==> config.mk <==
export PLATFORM = sky130hd
export DESIGN_NAME = mm2s_128
export DESIGN_NICKNAME = d
export VERILOG_FILES = /design/src/rtl/mm2s_128.sv
export SDC_FILE = /design/constraint.sdc
export NUM_CORES = 1
export LEC_CHECK = 0
export CORE_MARGIN = 2
export CORE_UTILIZATION = 61
export CTS_CLUSTER_SIZE = 16
export DETAILED_ROUTE_END_ITERATION = 16
export PLACE_DENSITY = 0.91
export REMOVE_ABC_BUFFERS = 1
export SYNTH_ARGS = -nofsm -noshare
export SYNTH_HDL_FRONTEND = slang
export SYNTH_SLANG_ARGS = --single-unit
==> constraint.sdc <==
create_clock -name clk -period 12.1 [get_ports clk]
set_input_delay 1.815 -clock clk [delete_from_list [all_inputs] [get_ports clk]]
set_output_delay 1.815 -clock clk [all_outputs]
set_load 0.05 [all_outputs]
==> src/rtl/mm2s_128.sv <==
`default_nettype none
// ============================================================================
//  Module      : mm2s_128
//  Description : Memory-to-stream DMA surrogate. Reads ceil(byte_len/16)
//                128-bit BRAM words from base and emits them as AXI4-Stream
//                with TLAST/TKEEP through a credit-managed output FIFO.
//  Revision    : 1.0 - initial release
// ============================================================================
module mm2s_128 #(
    parameter int ADDR_W     = 12,
    parameter int RD_LAT     = 1,
    parameter int FIFO_DEPTH = 4
) (
    input  logic              clk,
    input  logic              rst,
    input  logic              start,
    input  logic [31:0]       byte_len,
    input  logic [ADDR_W-1:0] base,
    output logic              busy,
    output logic              done,
    output logic              rd_en,
    output logic [ADDR_W-1:0] rd_addr,
    input  logic [127:0]      rd_data,
    output logic [127:0]      m_tdata,
    output logic [15:0]       m_tkeep,
    output logic              m_tvalid,
    input  logic              m_tready,
    output logic              m_tlast
);

    localparam int c_PW = (FIFO_DEPTH > 1) ? $clog2(FIFO_DEPTH) : 1;
    localparam int c_CW = $clog2(FIFO_DEPTH + 1);
    localparam logic [c_CW-1:0] c_DEPTH    = c_CW'(FIFO_DEPTH);
    localparam logic [15:0]     c_KEEP_ALL = 16'hFFFF;

    localparam logic [1:0] c_IDLE  = 2'd0;
    localparam logic [1:0] c_RUN   = 2'd1;
    localparam logic [1:0] c_DRAIN = 2'd2;

    logic [1:0]        r_state;
    logic [1:0]        w_state_nxt;
    logic              r_busy;
    logic              r_done;
    logic              r_rd_en;
    logic              r_rd_last;
    logic [ADDR_W-1:0] r_rd_addr;
    logic [28:0]       r_reads_left;
    logic [15:0]       r_last_keep;
    logic [c_CW-1:0]   r_outstanding;
    logic [RD_LAT-1:0] r_pv;
    logic [RD_LAT-1:0] r_pl;

    logic [127:0]      r_mem_data [FIFO_DEPTH];
    logic [15:0]       r_mem_keep [FIFO_DEPTH];
    logic              r_mem_last [FIFO_DEPTH];
    logic [c_PW-1:0]   r_wr_ptr;
    logic [c_PW-1:0]   r_rd_ptr;
    logic [c_CW-1:0]   r_count;
    logic              r_tvalid;
    logic [127:0]      r_tdata;
    logic [15:0]       r_tkeep;
    logic              r_tlast;

    logic [28:0]       w_beats;
    logic [15:0]       w_last_keep;
    logic              w_launch;
    logic              w_zero_len;
    logic              w_pop;
    logic              w_issue;
    logic              w_finish;
    logic [28:0]       w_reads_left_nxt;
    logic              w_push;
    logic              w_push_last;
    logic [15:0]       w_push_keep;
    logic [c_CW-1:0]   w_count_nxt;
    logic [c_CW-1:0]   w_count_after_pop;
    logic [c_PW-1:0]   w_rd_ptr_nxt;
    logic [127:0]      w_head_data;
    logic [15:0]       w_head_keep;
    logic              w_head_last;

    assign w_beats     = 29'(({1'b0, byte_len} + 33'd15) >> 4);
    assign w_last_keep = (byte_len[3:0] == 4'd0) ? c_KEEP_ALL
                                                 : (16'h1 << byte_len[3:0]) - 16'h1;
    assign w_launch    = (r_state == c_IDLE) && start && (byte_len != 32'd0);
    assign w_zero_len  = (r_state == c_IDLE) && start && (byte_len == 32'd0);
    assign w_pop       = r_tvalid && m_tready;
    assign w_finish    = w_pop && r_tlast && (r_state != c_IDLE);

    // Credits cover FIFO entries plus every read issued or about to be issued;
    // a pop this cycle frees its slot immediately so the stream has no bubbles.
    assign w_issue = (r_state == c_RUN) && (r_reads_left != 29'd0) &&
                     ((r_outstanding - c_CW'(w_pop)) < c_DEPTH);
    assign w_reads_left_nxt = r_reads_left - 29'(w_issue);

    assign w_push      = r_pv[RD_LAT-1];
    assign w_push_last = r_pl[RD_LAT-1];
    assign w_push_keep = w_push_last ? r_last_keep : c_KEEP_ALL;

    assign w_count_nxt       = r_count + c_CW'(w_push) - c_CW'(w_pop);
    assign w_count_after_pop = r_count - c_CW'(w_pop);
    assign w_rd_ptr_nxt      = r_rd_ptr + c_PW'(w_pop);

    always_comb begin
        w_state_nxt = r_state;
        case (r_state)
            c_IDLE: begin
                if (w_launch) w_state_nxt = c_RUN;
            end
            c_RUN: begin
                if (w_finish)                       w_state_nxt = c_IDLE;
                else if (w_reads_left_nxt == 29'd0) w_state_nxt = c_DRAIN;
            end
            c_DRAIN: begin
                if (w_finish) w_state_nxt = c_IDLE;
            end
            default: w_state_nxt = c_IDLE;
        endcase
    end

    // Next head of the FIFO: the incoming word if the FIFO would otherwise be empty.
    always_comb begin
        w_head_data = r_mem_data[w_rd_ptr_nxt];
        w_head_keep = r_mem_keep[w_rd_ptr_nxt];
        w_head_last = r_mem_last[w_rd_ptr_nxt];
        if (w_count_after_pop == '0) begin
            w_head_data = rd_data;
            w_head_keep = w_push_keep;
            w_head_last = w_push_last;
        end
    end

    always_ff @(posedge clk) begin
        if (rst) begin
            r_state       <= c_IDLE;
            r_busy        <= 1'b0;
            r_done        <= 1'b0;
            r_rd_en       <= 1'b0;
            r_rd_last     <= 1'b0;
            r_rd_addr     <= '0;
            r_reads_left  <= '0;
            r_last_keep   <= c_KEEP_ALL;
            r_outstanding <= '0;
            r_pv          <= '0;
            r_pl          <= '0;
            r_wr_ptr      <= '0;
            r_rd_ptr      <= '0;
            r_count       <= '0;
            r_tvalid      <= 1'b0;
            r_tdata       <= '0;
            r_tkeep       <= '0;
            r_tlast       <= 1'b0;
        end else begin
            r_state <= w_state_nxt;
            r_done  <= w_zero_len || w_finish;
            if (w_launch)      r_busy <= 1'b1;
            else if (w_finish) r_busy <= 1'b0;

            if (w_launch) begin
                r_rd_en      <= 1'b1;
                r_rd_last    <= (w_beats == 29'd1);
                r_rd_addr    <= base;
                r_reads_left <= w_beats - 29'd1;
                r_last_keep  <= w_last_keep;
            end else begin
                if (r_rd_en) r_rd_addr <= r_rd_addr + 1'b1;
                r_rd_en      <= w_issue;
                r_reads_left <= w_reads_left_nxt;
                if (w_issue) r_rd_last <= (r_reads_left == 29'd1);
            end
            r_outstanding <= r_outstanding + c_CW'(w_launch || w_issue) - c_CW'(w_pop);

            r_pv[0] <= r_rd_en;
            r_pl[0] <= r_rd_en && r_rd_last;
            for (int i = 1; i < RD_LAT; i++) begin
                r_pv[i] <= r_pv[i-1];
                r_pl[i] <= r_pl[i-1];
            end

            if (w_push) r_wr_ptr <= r_wr_ptr + 1'b1;
            r_rd_ptr <= w_rd_ptr_nxt;
            r_count  <= w_count_nxt;
            r_tvalid <= (w_count_nxt != '0);
            if (w_count_nxt != '0) begin
                r_tdata <= w_head_data;
                r_tkeep <= w_head_keep;
                r_tlast <= w_head_last;
            end else begin
                r_tdata <= '0;
                r_tkeep <= '0;
                r_tlast <= 1'b0;
            end
        end
    end

    always_ff @(posedge clk) begin
        if (w_push) begin
            r_mem_data[r_wr_ptr] <= rd_data;
            r_mem_keep[r_wr_ptr] <= w_push_keep;
            r_mem_last[r_wr_ptr] <= w_push_last;
        end
    end

    assign busy     = r_busy;
    assign done     = r_done;
    assign rd_en    = r_rd_en;
    assign rd_addr  = r_rd_addr;
    assign m_tdata  = r_tdata;
    assign m_tkeep  = r_tkeep;
    assign m_tvalid = r_tvalid;
    assign m_tlast  = r_tlast;

endmodule
`default_nettype wire

==> results of run 1 <==
sequential cells by signal (all words and copies together) (netlist names):
signal and flops:
r_pv 1, r_rd_ptr 2, r_mem_last 4, m_tdata 128, r_reads_left 29, m_tlast 1
busy 1, r_rd_last 1, r_outstanding 3, r_last_keep 16, m_tkeep 16, r_pl 1
done 1, r_mem_data 512, r_mem_keep 64, r_state 2, rd_addr 12, r_count 3
rd_en 1, r_wr_ptr 2, m_tvalid 1
through the flow:
step	setup WS, ns	cells
finish	6.387	3123
global route	6.130	3121
CTS	6.498	3116
detailed placement	5.819	2970
global placement	6.011	2970
floorplan	1.439	1943
power by group:
part | total, mW | internal, mW | leakage (nW) | switching [mW]
sequential | 3.29 | 3.18 | 7.09 | 0.111
combinational | 2.85 | 0.983 | 4.19 | 1.87
clock | 2.46 | 1.41 | 1.28 | 1.05
total | 8.60 | 5.58 | 12.6 | 3.03
placed cells by master, fill, tap and decap left out, types with 21 or more instances in the layout:
cell and instances:
a211oi_1 31, a21oi_1 165, clkbuf_16 78, clkdlybuf4s50_1 335, dfxtp_1 221, edfxtp_1 580, mux4_2 145, nand2_1 343
nand2b_1 21, nand3_1 27, nor2_1 86, nor3_1 30, xnor2_1 41, xor2_1 28
layout make-up:
class                      instances  area, µm²  share of cell area
sequential                       801      21840              0.5805
multi-input combinational       1124       8730              0.2320
timing repair buffer             355       3526             0.09371
clock buffer                      97       2093             0.05564
tap                              672      840.8             0.02235
clock inverter                    49      505.5             0.01344
inverter                          18      70.07            0.001862
antenna                            7      17.52           0.0004656
cells by family (layout without fill, tap and decap cells):
group           Yosys count  after routing  share of synthesized area
other cells               0              7                          0
mux                     151            151                     0.1071
compound gates          269            269                    0.05268
buf+inv                 137            519                    0.01749
simple gates            615            615                    0.09129
fa+ha+maj                19             19                   0.008141
flops                   801            801                     0.7035
xor+xnor                 70             70                    0.01975
layer usage:
metal	vias to the layer above	track usage	wire length, µm
met5	-	0	14
met4	2	0.1112	2841
met3	192	0.05354	6988
met2	1141	0.4863	38770
met1	9714	0.3957	29240
li1	8408	-	-
path summary, 6_finish.rpt:
path                        from             end  cells past startpoint
setup / recovery        m_tready     m_tdata[26]                     12
hold / removal    r_last_keep[0]  r_last_keep[0]                      1
hold reg to reg   r_last_keep[0]  r_last_keep[0]                      1
setup reg to reg        m_tvalid     m_tdata[26]                     11
critical path, cell delays in order:
cell,delay [ns]
clkdlybuf4s50_1,0.46
and2_1,0.39
ha_1,0.34
inv_1,0.10
ha_1,0.14
inv_1,0.05
fa_1,0.39
xor2_1,0.24
xnor2_1,0.20
a31o_4,0.97
buf_4,0.81
a21oi_1,0.18
==> reports/summary.txt, run 1 <==
VDD IR max -> 0.2497 mV
share of layout cells above drive strength 1 -> 0.1309
remaining global-route overflow -> 0
Layout Skew -> 0.03019 ns
post-CTS setup buffers -> 0
CP arrival -> 6.15 ns
synthesized flop and latch total -> 801
slew margin rel. -> 0.2120
CTS buffer count -> 78
Tmin final -> 5.713 ns
Die Span X -> 229.6 µm
Power Density -> 228.7 nW/µm²
vias in the first global route -> 19743
largest net degree at the start of global routing -> 144
Final Cell Area -> 37620 µm²
final setup violation count -> 0
CP Capture Type -> flip-flop
post-DP HPWL -> 44.38 mm
maximum fanout along the worst path -> 79
Max-Cap Viols -> 0
total number of vias -> 19457
Vias/cell -> 6.230
run status -> finished clean
synth top area cells -> edfxtp_1 (56%), dfxtp_1 (14%), mux4_2 (11%)
global-route wire length before repair -> 118.0 mm
commonest cells in the netlist -> edfxtp_1 (580), nand2_1 (343), dfxtp_1 (221), a21oi_1 (165), mux4_2 (145)
Max clock buf depth -> 3
P&R area growth vs syn -> 21.19%
ys async rst share -> 0
GP Congestion -> 0.8691
Setup TNS Final -> 0 ns
H-tree levels -> 3
CTS tree -> built
First DRT Iteration DRCs -> 2041
filler instances -> 2748
total power -> 8.604 mW
CP required -> 12.54 ns
HP Class -> flip-flop to flip-flop
most common cell in the synthesized netlist -> edfxtp_1
1st-pass router iterations -> 6
Cell Rows -> 82
Slew Limit Fails -> 0
RSZ-0062 raised after global routing -> no
Clock Latency Late Sink -> 0.63 ns
WL/cell -> 24.93 µm
Fin. Hold Viols -> 0
synthesized netlist cell count -> 2062
EDFF count, synth -> 580
largest area contributor in the netlist -> edfxtp_1
Main synth FF type -> edfxtp_1
core region area -> 50170 µm²
Final Util -> 0.7499
Die Area -> 52710 µm²
Clock Sink Count -> 801
hold_buf cts -> 0
Ys Warns -> 0
Total GRT Usage -> 0.2948
CTS root buffer -> clkbuf_16
kind of critical path -> input port to flip-flop
post-cts resize count -> 0
register area share after synthesis -> 0.7035
Pleak -> 12.56 nW
initial core utilization -> 0.6188
I/O Buffers -> 336
syn avg cell area -> 15.06 µm²
Yosys cell types -> 72
Critical Path Source Type -> input port
clk slew on worst S/H paths -> 0.06 ns
Post-Syn Area -> 31040 µm²
reg2reg setup slack -> 7.62 ns
chip height -> 229.6 µm
Ports -> 337
fin crit share -> 0.4721
Antenna Violating Nets Remaining -> 0
Routed WL -> 77.85 mm
DR DRC count -> 0
Fmax achieved -> 0.1750 GHz
NumNets Final -> 2573
hold_ws -> 0.4379 ns
worst slew pin tran -> 1.182 ns
Placed Area -> 35010 µm²
Yosys top cell area share -> 0.5610
initial antenna violation count -> 7
Power figures use the tool's default switching activity.
==> run 2: changes to the inputs <==
--- a/config.mk
+++ b/config.mk
@@ -6,10 +6,10 @@
 export NUM_CORES = 1
 export LEC_CHECK = 0
 export CORE_MARGIN = 2
-export CORE_UTILIZATION = 61
+export CORE_UTILIZATION = 56
 export CTS_CLUSTER_SIZE = 16
 export DETAILED_ROUTE_END_ITERATION = 16
-export PLACE_DENSITY = 0.91
+export PLACE_DENSITY = 0.85
 export REMOVE_ABC_BUFFERS = 1
 export SYNTH_ARGS = -nofsm -noshare
 export SYNTH_HDL_FRONTEND = slang
==> constraint.sdc (replaced) <==
create_clock -name clk -period 5.3 [get_ports clk]
set_input_delay 0.795 -clock clk [delete_from_list [all_inputs] [get_ports clk]]
set_output_delay 0.795 -clock clk [all_outputs]
set_load 0.05 [all_outputs]
==> run 2 against run 1 <==
Against the previous run: clock skew shrank 0.011 ns; first-iteration DRC count shrank 20%; critical path depth grew 1; design area grew 1.3%; utilization shrank 5.7 points; non-clock buffer count grew 14; global-route usage shrank 3.8 points; power grew 130%; combinational power grew 130%; hold slack gained 0.0015 ns; clock-buffer cell count grew 11; sequential power grew 130%.
==> reports/summary.txt, run 2 (same netlist as run 1, synthesis figures left out) <==
total number of vias -> 19122 (-1.7%)
CP required -> 5.80 ns (-6.74 ns)
global-route wire length before repair -> 111.4 mm (-5.6%)
CP arrival -> 4.81 ns (-1.34 ns)
core region area -> 54990 µm² (+9.6%)
Antenna Violating Nets Remaining -> 0 (unchanged)
CP max stage delay -> 0.64 ns (-0.33 ns)
Fin. Hold Viols -> 0 (unchanged)
Tmin final -> 4.311 ns
share of layout cells above drive strength 1 -> 0.1347 (+0.003784)
P&R area growth vs syn -> 22.73%
hold_buf cts -> 0 (unchanged)
CTS buffer count -> 78 (unchanged)
final setup violation count -> 0 (unchanged)
RR Startpoint -> r_reads_left[12]
filler instances -> 3478 (+27%)
Setup TNS Final -> 0 ns (unchanged)
worst slew pin tran -> 0.8581 ns (-0.3239 ns)
largest net degree at the start of global routing -> 123 (-15%)
Pleak -> 12.74 nW (+1.4%)
remaining global-route overflow -> 0 (unchanged)
Cell Rows -> 86 (+4.9%)
H-tree levels -> 3 (unchanged)
FF-to-FF End -> r_state[0]
max reg flops -> 512 (unchanged)
CTS root buffer -> clkbuf_16
WL/cell -> 23.14 µm (-7.2%)
vias in the first global route -> 19666 (-0.39%)
Die Span X -> 239.5 µm (+4.3%)
Routed WL -> 74.25 mm (-4.6%)
HP Class -> flip-flop to flip-flop
Critical Path Source Type -> flip-flop
NumNets Final -> 2587 (+0.54%)
Clock Sink Count -> 801 (unchanged)
most common cell after layout, fill and taps aside -> edfxtp_1
Vias/cell -> 5.959 (-4.4%)
Die Area -> 57340 µm² (+8.8%)
critical path startpoint -> r_reads_left[12]
CP Capture Type -> flip-flop
Clock Latency Late Sink -> 0.62 ns (about the same)
reg2reg setup slack -> 0.99 ns (-6.63 ns)
First DRT Iteration DRCs -> 1640 (-20%)
Slew Limit Fails -> 0 (unchanged)
initial antenna violation count -> 6 (-1)
I/O Buffers -> 336 (unchanged)
register with the most flip-flops -> r_mem_data
most frequent CP cell -> ha_1
run status -> finished clean
RSZ-0062 raised after global routing -> no
post-cts resize count -> 0 (unchanged)
DR DRC count -> 0 (unchanged)
VDD IR max -> 0.6313 mV (+150%)
initial core utilization -> 0.5646 (-0.05418)
Max-Cap Viols -> 0 (unchanged)
Setup WS post-layout -> 0.9894 ns (-5.398 ns)
kind of critical path -> flip-flop to flip-flop
slew margin rel. -> 0.4280 (+0.2159)
GP Congestion -> 0.8792 (+1.2%)
CP endpoint -> r_state[0]
most frequent cells in the layout -> edfxtp_1 (580), nand2_1 (343), clkdlybuf4s50_1 (335)
Total GRT Usage -> 0.2570 (-0.03782)
Post-Place Setup Slack -> 0.5220 ns (-5.297 ns)
FF-to-FF path depth -> 13 (+2)
1st-pass router iterations -> 5 (-1)
Ports -> 337 (unchanged)
post-DP HPWL -> 42.59 mm (-4.0%)
CP Cell Sequence -> or4_4 > or4_1 > nand4b_1 > o21a_1 > ha_1 > ha_1 > or4b_2 > o21ai_0 > a311oi_1 > o311ai_2 > nor4_2 > a41o_1 > nand2_1
CTS tree -> built
Fmax achieved -> 0.2320 GHz
Power Density -> 522.7 nW/µm² (+130%)
fin crit share -> 0.8133
chip height -> 239.5 µm (+4.3%)
post-CTS setup buffers -> 0 (unchanged)
clk slew on worst S/H paths -> 0.06 ns (about the same)
maximum fanout along the worst path -> 11 (-86%)
Layout Skew -> 0.01877 ns (-0.01142 ns)
slowest CP cell -> or4_1
Max clock buf depth -> 3 (unchanged)
## run 2: changes by cell type in the layout (fill, tap and decap cells not counted), sizes merged, moves of 2 or more
| cell | delta |
|---|---|
| buf | +14 |
| clkinv | -12 |
| diode | -3 |
| clkbuf | +11 |
| bufinv | +3 |
| clkinvlp | -2 |
## run 2: cell type report
class | instances | area, µm² | share of cell area
clock buffer | 108 | 2228 | 0.05848
clock inverter | 37 | 481.7 | 0.01264
antenna | 4 | 10.01 | 0.0002627
tap | 748 | 935.9 | 0.02456
sequential | 801 | 21840 | 0.5732
inverter | 18 | 70.07 | 0.001839
multi-input combinational | 1124 | 8730 | 0.2291
timing repair buffer | 369 | 3806 | 0.09989
## run 2: worst max-delay path, delay by kind of cell (launching register included)
family / cells / cell delay (ns)
AND/OR/NAND/NOR: 6 / 2.28
AO/OA/AOI/OAI: 5 / 1.12
adder cells (fa/ha/maj): 2 / 0.44
flip-flops: 1 / 0.36
## run 2: how the worst min path moves through the flow
stage / to / startpoint / cells past startpoint / slack, ns
after floorplan: r_last_keep[0] / r_last_keep[0] / 1 / 0.41
after global placement: r_last_keep[0] / r_last_keep[0] / 1 / 0.42
after detailed placement: r_last_keep[0] / r_last_keep[0] / 1 / 0.43
after CTS: r_last_keep[0] / r_last_keep[0] / 1 / 0.45
after global routing: r_last_keep[0] / r_last_keep[0] / 1 / 0.46
final: r_last_keep[0] / r_last_keep[0] / 1 / 0.44
## run 2: power breakdown
part | switching [mW] | leakage, nW | total [mW] | internal, mW
sequential | 0.237 | 7.09 | 7.50 | 7.26
combinational | 4.22 | 4.31 | 6.60 | 2.38
clock | 2.32 | 1.33 | 5.81 | 3.49
## run 2: routing by layer
metal,wire [µm],share of wire,up-vias,global-route usage
met5,10,0.00013,-,0
met4,2645,0.036,2,0.1068
met3,5741,0.077,154,0.05278
met2,36810,0.50,865,0.4271
met1,29040,0.39,9673,0.3326
li1,-,-,8428,-
## run 2: through the flow
| stage | cell area [µm²] | hold WS, ns | util | total power [mW] | instances |
|---|---|---|---|---|---|
| after floorplan | 30570 | 0.4058 | - | 12.11 | 1943 |
| after global placement | 35380 | 0.4184 | 0.6435 | 14.03 | 3060 |
| after detailed placement | 35380 | 0.4311 | 0.6435 | 14.16 | 3060 |
| after CTS | 38090 | 0.4479 | 0.6928 | 20.02 | 3205 |
| after global routing | 38100 | 0.4630 | 0.6930 | 20.71 | 3209 |
| final | 38100 | 0.4393 | 0.6930 | 19.91 | 3209 |
==> RTL edit: new RTL, flow settings as in run 2 <==
Set the parameter `ADDR_W` to 14 (it was 12).
--- a/src/rtl/mm2s_128.sv
+++ b/src/rtl/mm2s_128.sv
@@ -7,7 +7,7 @@
 //  Revision    : 1.0 - initial release
 // ============================================================================
 module mm2s_128 #(
-    parameter int ADDR_W     = 12,
+    parameter int ADDR_W     = 14,
     parameter int RD_LAT     = 1,
     parameter int FIFO_DEPTH = 4
 ) (
Ports: changed (resized base and rd_addr); port bits go from 337 to 341. The function was not compared with the original's and may differ.
==> RTL edit against run 2 <==
Total power shrank 1.4%. Combinational power fell by 2%. Sequential cell count grew 2. Wire length grew 3.0%. Die area grew 0.16%. Setup slack worse by 0.091 ns. Area after synthesis is 0.17% higher. Core utilization fell by 0.10 points. Final area shrank 0.15%. Synthesized cell count decreased by 0.39%. Highest routed layer unchanged.
==> RTL edit: results (changes against run 2) <==
[worst_setup_path]
r2r_slack_ns=0.90  ; was 0.99 ns
critPathTopFamily=simple AND/OR/NAND/NOR gates  ; unchanged
arrival_ns=4.87  ; was 4.81 ns
cp_max_fo=12  ; was 11
crit_path_max_incr_delay_ns=0.67  ; was 0.64 ns

[cells_and_area]
nClkBuffers=101  ; was 108
layout.nonclk_buf_share_pct=9.92  ; was 9.99%
nNetsFinal=2577  ; was 2587
register_area_mm2=0.0219  ; was 0.0218 mm^2
nonClockBufferCount=370  ; was 369
inv_count=21  ; was 18
design.seq.count=803  ; was 801
nFillCells=3375  ; was 3478
drive_above_1_share_pct=14.1  ; was 13.5%
clk_share_pct=7.00  ; was 7.11%
multi_input_area_share_pct=22.8  ; was 22.9%
nMultiInputCombCells=1107  ; was 1124
largest_register_ffs=512  ; unchanged
diodes=8  ; was 4

[drt]
dr.max_layer_used=met5  ; unchanged
post_drt_wl_per_cell_um=23.9  ; was 23.1 um
wl_met3_mm=6.29  ; was 5.74 mm
routed-wl-met2_mm=38.2  ; was 36.8 mm
viasPerCell=6.03  ; was 5.96
m1WireLength_mm=29.5  ; was 29.0 mm
drtIter0Drc=1712  ; was 1640

[grt]
met1_usage_pct=34.2  ; was 33.3%
grt_pass1_wl_mm=115  ; was 111 mm
grt_max_degree=146  ; was 123
gr-usage-met2_pct=44.3  ; was 42.7%
antenna_found_initial=11  ; was 6
grtUsageMet3_pct=5.90  ; was 5.28%
grt_pass1_vias=19600  ; was 19700
grt_usage_pct=26.5  ; was 25.7%

[synth]
synth-xor-area-share_pct=1.77  ; was 1.97%
synth_compound_area_share_pct=5.29  ; was 5.27%
synth-adder-area-share_pct=0.813  ; was 0.814%
synth.distinct_cells=74  ; was 72
yosys-top-cells-area=edfxtp_1, dfxtp_1, mux4_2  ; unchanged
muxShareOfSynthArea_pct=10.6  ; was 10.7%
seq_area_frac_synth_pct=70.4  ; about the same
ys_top_cells_by_count=edfxtp_1, nand2_1, dfxtp_1  ; unchanged

[placed_design]
gp_congestion=0.859  ; was 0.879
hpwl_mm=44.0  ; was 42.6 mm
portBuffers=340  ; was 336

[cts]
clk_latency_ns=0.64  ; was 0.62 ns
clk_path_buf_depth=3  ; unchanged
cts_max_level=3  ; unchanged
numCtsBuffers=77  ; was 78

[timing]
whs_ns=0.448  ; was 0.439 ns
skew_ns=0.0338  ; was 0.0188 ns
slew_headroom_pct=28.2  ; was 42.8%

[pwr]
p_leak_nw=12.8  ; was 12.7 nW
vdd_ir_drop_max_mv=0.526  ; was 0.631 mV

[run_status]
status=finished clean  ; unchanged

RTL edit: report_power, final:
part / internal (mW) / switching, mW / leakage [nW] / total [mW]
registers: 7.26 / 0.237 / 7.12 / 7.49
clock network: 3.28 / 2.40 / 1.30 / 5.68
logic: 2.30 / 4.17 / 4.35 / 6.47
total: 12.8 / 6.80 / 12.8 / 19.6
RTL edit: metrics by stage:
step	instances	total power, mW	setup slack, ns	setup TNS [ns]	area (um^2)
after floorplan	1931	12.1	-4.33	-632.06	30600
after CTS	3193	19.8	0.923	0	38000
after global placement	3049	13.9	0.508	0	35400
after global routing	3199	20.4	0.574	0	38000
after detailed placement	3049	14.0	0.431	0	35400
final	3201	19.6	0.898	0	38000
RTL edit: path summary, 6_finish.rpt:
path | start | to | cells past startpoint
min reg2reg | r_last_keep[0] | r_last_keep[0] | 1
max reg2reg | r_reads_left[13] | r_state[0] | 12
max | r_reads_left[13] | r_state[0] | 12
min | r_last_keep[0] | r_last_keep[0] | 1
